===== config.mk =====
export PLATFORM = sky130hd
export DESIGN_NAME = io_uart_receiver_flat
export DESIGN_NICKNAME = d
export VERILOG_FILES = /design/src/rtl/io_uart_receiver_pkg.sv /design/src/rtl/io_uart_receiver_if.sv /design/src/rtl/io_uart_receiver_fifo.sv /design/src/rtl/io_uart_receiver.sv /design/src/flat_wrapper.sv
export SDC_FILE = /design/constraint.sdc
export NUM_CORES = 1
export LEC_CHECK = 0
export CORE_MARGIN = 2
export CORE_UTILIZATION = 50
export DETAILED_ROUTE_END_ITERATION = 10
export PLACE_DENSITY = 0.73
export SKIP_LAST_GASP = 1
export SLEW_MARGIN = 10
export SYNTH_ARGS = -nofsm -noshare
export SYNTH_HDL_FRONTEND = slang
export SYNTH_SLANG_ARGS = --single-unit

===== constraint.sdc =====
create_clock -name clk -period 3.5 [get_ports clk]
set_input_delay 0.35 -clock clk [delete_from_list [all_inputs] [get_ports clk]]
set_output_delay 0.35 -clock clk [all_outputs]
set_load 0.05 [all_outputs]

===== src/rtl/io_uart_receiver_pkg.sv =====
// Shared types and constants for the memory-mapped UART receive port.
// Also holds the STATUS register packing used by the IO decode.
package io_uart_receiver_pkg;

    localparam int SCALAR_WIDTH   = 32;
    localparam int UART_DATA_BITS = 8;

    typedef logic [SCALAR_WIDTH-1:0] scalar_t;

    // STATUS layout: bit 2 frame error, bit 1 overrun, bit 0 data available.
    function automatic scalar_t status_word(input logic frame_err,
                                            input logic overrun,
                                            input logic not_empty);
        return {{(SCALAR_WIDTH-3){1'b0}}, frame_err, overrun, not_empty};
    endfunction

endpackage


===== src/rtl/io_uart_receiver_if.sv =====
// Processor IO read bus as seen by the UART receive port.
// The core drives strobe and address; the peripheral returns registered read data.
interface io_uart_receiver_if;
    import io_uart_receiver_pkg::*;

    logic    io_read_en;
    scalar_t io_address;
    scalar_t io_read_data;

    modport master (
        output io_read_en,
        output io_address,
        input  io_read_data
    );

    modport slave (
        input  io_read_en,
        input  io_address,
        output io_read_data
    );

endinterface


===== src/rtl/io_uart_receiver_fifo.sv =====
// Receive FIFO: circular buffer with registered storage and a combinational head output.
// A pop on an empty buffer is ignored; a push into a full buffer only lands if a pop frees a slot.
module uart_rx_fifo #(
    parameter int WIDTH = 8,
    parameter int DEPTH = 8
) (
    input  logic             clk,
    input  logic             reset,
    input  logic             push,
    input  logic [WIDTH-1:0] push_data,
    input  logic             pop,
    output logic [WIDTH-1:0] pop_data,
    output logic             empty,
    output logic             full
);

    localparam int AW = $clog2(DEPTH);

    logic [WIDTH-1:0] mem [DEPTH];
    logic [AW-1:0]    head;
    logic [AW-1:0]    tail;
    logic [AW:0]      count;
    logic             do_push;
    logic             do_pop;

    assign empty    = (count == '0);
    assign full     = (count == (AW+1)'(DEPTH));
    assign do_pop   = pop && !empty;
    assign do_push  = push && (!full || do_pop);
    assign pop_data = mem[head];

    always_ff @(posedge clk) begin
        if (do_push) begin
            mem[tail] <= push_data;
        end
    end

    always_ff @(posedge clk) begin
        if (reset) begin
            head  <= '0;
            tail  <= '0;
            count <= '0;
        end else begin
            if (do_push) begin
                tail <= tail + AW'(1);
            end
            if (do_pop) begin
                head <= head + AW'(1);
            end
            count <= count + (AW+1)'(do_push) - (AW+1)'(do_pop);
        end
    end

endmodule


===== src/rtl/io_uart_receiver.sv =====
// Memory-mapped 8N1 UART receiver: synchroniser, baud counter, receive FSM and IO read decode.
// Received bytes queue in uart_rx_fifo; STATUS reads clear the sticky error flags.
module io_uart_receiver
    import io_uart_receiver_pkg::*;
#(
    parameter scalar_t BASE_ADDRESS = 'h40,
    parameter int      BAUD_DIVIDE  = 434,
    parameter int      FIFO_DEPTH   = 8
) (
    input  logic              clk,
    input  logic              reset,
    input  logic              uart_rx,
    io_uart_receiver_if.slave io
);

    localparam int CW = $clog2(BAUD_DIVIDE);
    localparam int BW = $clog2(UART_DATA_BITS);

    typedef enum logic [2:0] {
        S_IDLE,
        S_START,
        S_DATA,
        S_STOP,
        S_BREAK
    } rx_state_t;

    rx_state_t                 state;
    rx_state_t                 state_next;
    logic [CW-1:0]             counter;
    logic [CW-1:0]             counter_next;
    logic [BW-1:0]             bit_idx;
    logic [BW-1:0]             bit_idx_next;
    logic [UART_DATA_BITS-1:0] shift;
    logic [UART_DATA_BITS-1:0] shift_next;
    logic                      rx_meta;
    logic                      rx_s;
    logic                      tick;
    logic                      push;
    logic                      frame_err_set;
    logic                      overrun_set;
    logic                      overrun;
    logic                      frame_err;
    logic                      status_hit;
    logic                      data_hit;
    logic                      fifo_pop;
    logic                      fifo_empty;
    logic                      fifo_full;
    logic [UART_DATA_BITS-1:0] fifo_head;

    always_ff @(posedge clk) begin
        if (reset) begin
            rx_meta <= 1'b1;
            rx_s    <= 1'b1;
        end else begin
            rx_meta <= uart_rx;
            rx_s    <= rx_meta;
        end
    end

    always_ff @(posedge clk) begin
        if (reset) begin
            state   <= S_IDLE;
            counter <= '0;
            bit_idx <= '0;
            shift   <= '0;
        end else begin
            state   <= state_next;
            counter <= counter_next;
            bit_idx <= bit_idx_next;
            shift   <= shift_next;
        end
    end

    assign tick = (counter == '0);

    // The first countdown is half a bit so every later sample lands mid-bit.
    always_comb begin
        state_next    = state;
        counter_next  = counter;
        bit_idx_next  = bit_idx;
        shift_next    = shift;
        push          = 1'b0;
        frame_err_set = 1'b0;
        case (state)
            S_IDLE: begin
                if (!rx_s) begin
                    counter_next = CW'(BAUD_DIVIDE / 2 - 1);
                    state_next   = S_START;
                end
            end
            S_START: begin
                if (!tick) begin
                    counter_next = counter - CW'(1);
                end else if (rx_s) begin
                    state_next = S_IDLE;
                end else begin
                    counter_next = CW'(BAUD_DIVIDE - 1);
                    bit_idx_next = '0;
                    state_next   = S_DATA;
                end
            end
            S_DATA: begin
                if (!tick) begin
                    counter_next = counter - CW'(1);
                end else begin
                    shift_next[bit_idx] = rx_s;
                    counter_next        = CW'(BAUD_DIVIDE - 1);
                    if (bit_idx == BW'(UART_DATA_BITS - 1)) begin
                        state_next = S_STOP;
                    end else begin
                        bit_idx_next = bit_idx + BW'(1);
                    end
                end
            end
            S_STOP: begin
                if (!tick) begin
                    counter_next = counter - CW'(1);
                end else if (rx_s) begin
                    push       = 1'b1;
                    state_next = S_IDLE;
                end else begin
                    frame_err_set = 1'b1;
                    state_next    = S_BREAK;
                end
            end
            S_BREAK: begin
                if (rx_s) begin
                    state_next = S_IDLE;
                end
            end
            default: begin
                state_next = S_IDLE;
            end
        endcase
    end

    uart_rx_fifo #(
        .WIDTH (UART_DATA_BITS),
        .DEPTH (FIFO_DEPTH)
    ) u_fifo (
        .clk       (clk),
        .reset     (reset),
        .push      (push),
        .push_data (shift_next),
        .pop       (fifo_pop),
        .pop_data  (fifo_head),
        .empty     (fifo_empty),
        .full      (fifo_full)
    );

    assign status_hit  = io.io_read_en && (io.io_address == BASE_ADDRESS);
    assign data_hit    = io.io_read_en && (io.io_address == BASE_ADDRESS + scalar_t'(4));
    assign fifo_pop    = data_hit && !fifo_empty;
    assign overrun_set = push && fifo_full && !fifo_pop;

    // A flag raised in the same cycle as a STATUS read survives the clear.
    always_ff @(posedge clk) begin
        if (reset) begin
            overrun   <= 1'b0;
            frame_err <= 1'b0;
        end else begin
            overrun   <= overrun_set || (overrun && !status_hit);
            frame_err <= frame_err_set || (frame_err && !status_hit);
        end
    end

    always_ff @(posedge clk) begin
        if (reset) begin
            io.io_read_data <= '0;
        end else if (io.io_read_en) begin
            if (status_hit) begin
                io.io_read_data <= status_word(frame_err, overrun, !fifo_empty);
            end else if (data_hit && !fifo_empty) begin
                io.io_read_data <= {{(SCALAR_WIDTH-UART_DATA_BITS){1'b0}}, fifo_head};
            end else begin
                io.io_read_data <= '0;
            end
        end
    end

endmodule

===== src/flat_wrapper.sv =====
// flat-port wrapper written by rule: the top's interface ports become plain ports
module io_uart_receiver_flat import io_uart_receiver_pkg::*;
#(
    parameter scalar_t BASE_ADDRESS = 'h40,
    parameter int      BAUD_DIVIDE  = 434,
    parameter int      FIFO_DEPTH   = 8
)
  (clk, reset, uart_rx, io_io_read_en, io_io_address, io_io_read_data);
  io_uart_receiver_if io_i ();
  input  logic clk;
  input  logic reset;
  input  logic uart_rx;
  input wire logic [$bits(io_i.io_read_en)-1:0] io_io_read_en;
  input wire logic [$bits(io_i.io_address)-1:0] io_io_address;
  output wire logic [$bits(io_i.io_read_data)-1:0] io_io_read_data;
  assign io_i.io_read_en = io_io_read_en;
  assign io_i.io_address = io_io_address;
  assign io_io_read_data = io_i.io_read_data;
  io_uart_receiver #(.BASE_ADDRESS(BASE_ADDRESS), .BAUD_DIVIDE(BAUD_DIVIDE), .FIFO_DEPTH(FIFO_DEPTH)) u_core (.clk(clk), .reset(reset), .uart_rx(uart_rx), .io(io_i));
endmodule

### Word-level counts from Yosys, hierarchy flattened

Memories as Yosys holds them, arrays and structs flattened. A register that Yosys moved wholly into a read port is not among the register bits.
Index checks and enable logic that the tools add are counted.

* register bits: 69
* latch bits: 0
* bits in writable memories: 64
* ROM bits: 0
* bits of input ports: 36
* word-level logic and storage cells: 101
* memories kept: 1

* add/sub/neg operators: 6
* multiply operators: 0
* divide/modulo/power cells: 0
* magnitude comparators: 2
* eq/ne operators: 18
* shifts and indexed selects: 0
* mux-type cells: 37
* bitwise operators: 0
* reduce and logical (&&, ||, !) cells: 25

Memory list
* u_core.u_fifo.mem: words 8, width 8, rd ports 1, clocked after memory_dff 1, wr ports 1, line io_uart_receiver_fifo.sv:19 `logic [WIDTH-1:0] mem [DEPTH];`

Operators with widths (count)
* $eq A32 B7 Y1 const B: 2
* $mux W9: 5
* $mux W3: 13
* $pmux W9 S4: 1
* $mux W32: 1
* $mux W8: 3
* $pmux W3 S5: 1
* $logic_and A1 B1 Y1: 10
* $ne A2 B1 Y1 const B: 5
* $add A3 B1 Y3 const B: 3
* $logic_not A9 Y1: 1
* $mux W1: 9
* $sub A9 B1 Y9 const B: 1
* $bwmux W8: 1
* $ne A2 B2 Y1 const B: 4
* $eq A3 B2 Y1 const B: 2
* $eq A3 B3 Y1 const B: 2
* $pmux W3 S2: 1
* $reduce_and A6 Y1: 1
* $reduce_and A5 Y1: 1
* $add A4 B1 Y4: 1
* $eq A4 B4 Y1 const B: 1
* $logic_not A1 Y1: 4
* $logic_not A4 Y1: 1
* other kinds (12): 14

### Logic depth before layout (Yosys ltp)

* depth in word-level cells: 8
* gate-level depth with buffers: 13
* depth with buffers taken out: 12

### By module

From an unflattened synthesis, not the netlist that was laid out.

* cell total of the unflattened synthesis: 432
* area, all modules: 5247.5 µm²

Modules (own cells, without submodules)
* uart_rx_fifo: instances 1, cells each 183, area an instance 3181.8 µm², sequential area each 2182.1 µm²
* io_uart_receiver: instances 1, cells each 249, area an instance 2065.7 µm², sequential area each 700.7 µm²

### Least setup slack after synthesis

OpenSTA, ideal clock, no wires.

* kind: register to register
* from: reg u_core.u_fifo.count[2]
* to: reg u_core.u_fifo.count[2]
* setup time: 128 ps
* arrival: 2275 ps
* required time: 3372 ps
* setup slack: 1098 ps
* cell stages (with the launch flop): 14
* buffers on the path: 1
* clock period less this slack: 2402 ps
* path through: dfxtp_1 inv_1 ha_1 or3b_2 nand2_1 nor3_4 buf_4 nand3b_1 nand2_1 ha_1 inv_1 fa_1 xor2_1 nor2_1

* word-level cells in the longest chain between the ends: 8
* elaborated cells on any way between the ends: 10
* classes of those cells: add/sub (2); eq/ne (1); reduce/logical (7)

Ends and longest elaborated chain
* start, declared: line io_uart_receiver_fifo.sv:22 `logic [AW:0] count;`
* start signal, assigned: line io_uart_receiver_fifo.sv:50 `count <= count + (AW+1)'(do_push) - (AW+1)'(do_pop);`
* $logic_not A4 Y1: line io_uart_receiver_fifo.sv:26 `assign empty = (count == '0);`
* $logic_not A1 Y1: line io_uart_receiver_fifo.sv:28, io_uart_receiver.sv:153
* $logic_and A1 B1 Y1: line io_uart_receiver.sv:153 `assign fifo_pop = data_hit && !fifo_empty;`
* $logic_and A1 B1 Y1: line io_uart_receiver_fifo.sv:28 `assign do_pop = pop && !empty;`
* $logic_or A1 B1 Y1: line io_uart_receiver_fifo.sv:29 `assign do_push = push && (!full || do_pop);`
* $logic_and A1 B1 Y1: line io_uart_receiver_fifo.sv:29
* $add A4 B1 Y4: line io_uart_receiver_fifo.sv:50
* $sub A4 B1 Y4 *: line io_uart_receiver_fifo.sv:50

Mark *: on every way between the ends. The rest lies on a longest branch, timed or not.
A chain may end at the register's enable or synchronous reset.

### Worst setup path in the final report

* from: reg u_core.counter[2]
* to: mem u_core.u_fifo.mem[4][2], enable pin

* word-level cells in the longest chain between the ends: 6

Ends and longest elaborated chain
* start, declared: line io_uart_receiver.sv:29 `logic [CW-1:0] counter;`
* start signal, assigned: line io_uart_receiver.sv:68 `counter <= counter_next;`
* $logic_not A9 Y1: line io_uart_receiver.sv:74 `assign tick = (counter == '0);`
* $mux W1: line io_uart_receiver.sv:116 `if (!tick) begin`
* $mux W1: line io_uart_receiver.sv:84 `case (state)`
* $logic_and A1 B1 Y1: line io_uart_receiver_fifo.sv:29
* $mux W1: line io_uart_receiver_fifo.sv:33 `if (do_push) begin`
* $mux W1 (implied by the code): line io_uart_receiver_fifo.sv:34 `mem[tail] <= push_data;`
* end, declared: line io_uart_receiver_fifo.sv:19

Every way passes these cells.

==> impl_metrics.yaml <==
synthesis:
  synth_cell_types: 61
  synthArstFlopShare_pct: 0
  synthCells: 419
  synth_edf_count: 64
  synth_top_area_share_pct: 37.3
  yosys_most_used_dff: "edfxtp_1"
  synth_area_leaders: "edfxtp_1 (37%), dfxtp_1 (19%), mux4_2 (7.0%)"
  yosysTopAreaCell: "edfxtp_1"
  avgSynthCellArea_um2: 12.3
  yosys_warnings: 0
  synth-seq-area-share_pct: 55.9
  netlist_area_um2: 5160
  ys_seq_elements: 112
placed_design:
  hpwl_um: 7270
  place_congestion: 0.855
  place_inst: 586
  place_area_um2: 5620
  io_buffers: 43
route:
  vias: 3288
  dr.pass1.iters: 4
  wl_per_cell_um: 17.2
  drt-initial-drc-count: 237
  final_antenna_net_count: 0
  drcViolationCount: 0
  drt_wl_total_um: 10400
  viasPerCell: 5.46
setup_path:
  cp.required_ns: 3.52
  cp_slowest_cell: "nor2_1"
  worstPathArrival_ns: 2.82
  critPathMaxFanout: 8
  crit_type: "reg2reg"
  path_cells: "nor3_2, nand4_1, nor3_1, o211ai_1, nor2_1"
  crit_buf_inv: 0
  cpPeakStageDelay_ns: 0.61
  worstSetupEndpointType: "flop"
  critPathLaunchType: "flop"
  critPathTopFamily: "simple AND/OR/NAND/NOR gates"
clock_network:
  root_buffer: "clkbuf_8"
  cts.sinks: 112
  ctsResizeCount: 0
  clkSlewWorstSetupHoldPaths_ns: 0.12
  clock_latency_ns: 0.38
  cts_buffer_depth: 2
  post_cts_buffers: 0
  htree_levels: 3
  postCtsHoldBufs: 0
  cts_made_buffers: 9
  cts_tree: "built"
timing:
  finalMaxSlewViolations: 0
  finClkSkew_ns: 0.0202
  rsz0062_at_grt: "no"
  fmax_mhz: 357
  whs_ns: 0.420
  post-route-min-period_ns: 2.80
  fin_crit_sh_pct: 80.1
  finalHoldViolCount: 0
  slew_headroom_pct: 38.7
  setup_violations: 0
  tightest_slew_ns: 0.920
  fin_tns_setup_ns: 0
floorplanning:
  io_pins: 68
  dieWidth_um: 106
  die_h_um: 106
  core_area_um2: 10200
  rows: 37
  die_area_um2: 11100
  start_util_pct: 50.6
grt:
  antenna_found_initial: 0
  grt_pass1_wl_um: 17000
  grt.total_usage_pct: 19.7
  grt_max_degree: 50
  first_global_vias: 3324
  grt-ovfl-total: 0
power:
  power-per-cell-area_nw_per_um2: 419
  power.leakage_uw: 0.00207
  ir_drop_mv: 0.246
cells_and_area:
  fin_nets: 509
  fin_area_um2: 5820
  layout.cells.non_filler: 602
  antenna_cells: 0
  areaGrowthSynthToFinish_pct: 12.9
  nFillCells: 833
  layout-drive-gt1-share_pct: 15.9
  final_common_cell: "edfxtp_1"
  mostFrequentLayoutCells: "edfxtp_1 (64), dfxtp_1 (48), clkdlybuf4s50_1 (42)"
flow_run:
  maxCapViolCount: 0
worst_hold_path:
  hold_path.class: "reg2reg"
run_status:
  status: "finished clean"
layout make-up:
class                           instances  area, um^2  share of cell area, %
Clock buffer                            9         124                   2.13
Inverter                               12        45.0                  0.774
Tap cell                              136         170                   2.92
Clock inverter                          7        73.8                   1.27
Sequential cell                       112        2880                   49.5
Timing Repair Buffer                   49         470                   8.08
Multi-Input combinational cell        277        2060                   35.3
through the flow:
step | util (%) | power, uW | worst slack (ns)
after global routing | 57.2 | 2530 | 0.457
after floorplan | - | 1650 | 1.10
after detailed placement | 55.2 | 1690 | 0.464
after CTS | 57.2 | 2450 | 0.734
after global placement | 55.2 | 1690 | 0.640
final | 57.2 | 2440 | 0.698
where the power goes:
| group | internal (uW) | total, uW | leakage [uW] | switching [uW] |
|---|---|---|---|---|
| clock | 288 | 774 | 0.000102 | 485 |
| combinational | 90.2 | 259 | 0.000908 | 169 |
| sequential | 1390 | 1410 | 0.00106 | 17.5 |
| total | 1770 | 2440 | 0.00207 | 671 |
flip-flops by register name (all words and copies together) (netlist names), named ones only:
register	count
u_core.u_fifo.mem	64
u_core.u_fifo.tail	3
u_core.u_fifo.head	3
u_core.counter	9
u_core.io.io_read_data	8
u_core.bit_idx	3
u_core.shift	8
u_core.overrun	1
u_core.rx_meta	1
u_core.u_fifo.count	4
u_core.rx_s	1
u_core.state	3
u_core.frame_err	1
per-layer routing:
| metal | vias to the layer above | wire [um] | track usage, % |
|---|---|---|---|
| met2 | 122 | 4950 | 33.2 |
| met5 | - | 0 | 0 |
| met4 | 0 | 154 | 6.77 |
| li1 | 1579 | - | - |
| met1 | 1576 | 4500 | 24.6 |
| met3 | 11 | 749 | 5.07 |
kinds of logic (layout without fill, tap and decap cells):
| kind of cell | after synthesis | after routing | synth area share [%] |
|---|---|---|---|
| simple gates | 141 | 141 | 15.4 |
| buf+inv | 53 | 77 | 5.90 |
| compound gates | 58 | 58 | 7.28 |
| xor+xnor | 4 | 4 | 0.680 |
| flops | 112 | 112 | 55.9 |
| mux | 38 | 38 | 11.7 |
| other cells | 1 | 24 | 0.0727 |
| fa+ha+maj | 12 | 12 | 3.06 |
cell usage after synthesis, drive strengths merged (2+ instances only):
cell	n
mux2i	5
inv	12
buf	34
or2	3
a211oi	2
a21oi	25
nand2b	9
a31oi	4
mux4	16
clkbuf	7
nor4	8
or3b	2
nand4	5
o21ai	10
nor3b	3
o31ai	2
ha	11
nand2	16
o211ai	2
a21o	3
or3	4
dfxtp	48
edfxtp	64
nor2	39
nand3	8
nor3	17
mux2	17
xnor2	3
nand3b	6
nor2b	15
final timing paths:
path                           from                 endpoint  slack [ns]  cells after the start
setup / recovery  u_core.counter[2]  u_core.u_fifo.mem[4][2]        0.70                      5
hold / removal       u_core.rx_meta              u_core.rx_s        0.42                      1
setup reg to reg  u_core.counter[2]  u_core.u_fifo.mem[4][2]        0.70                      5
hold reg to reg      u_core.rx_meta              u_core.rx_s        0.42                      1
Note: power is estimated with default switching activity, not from simulation.
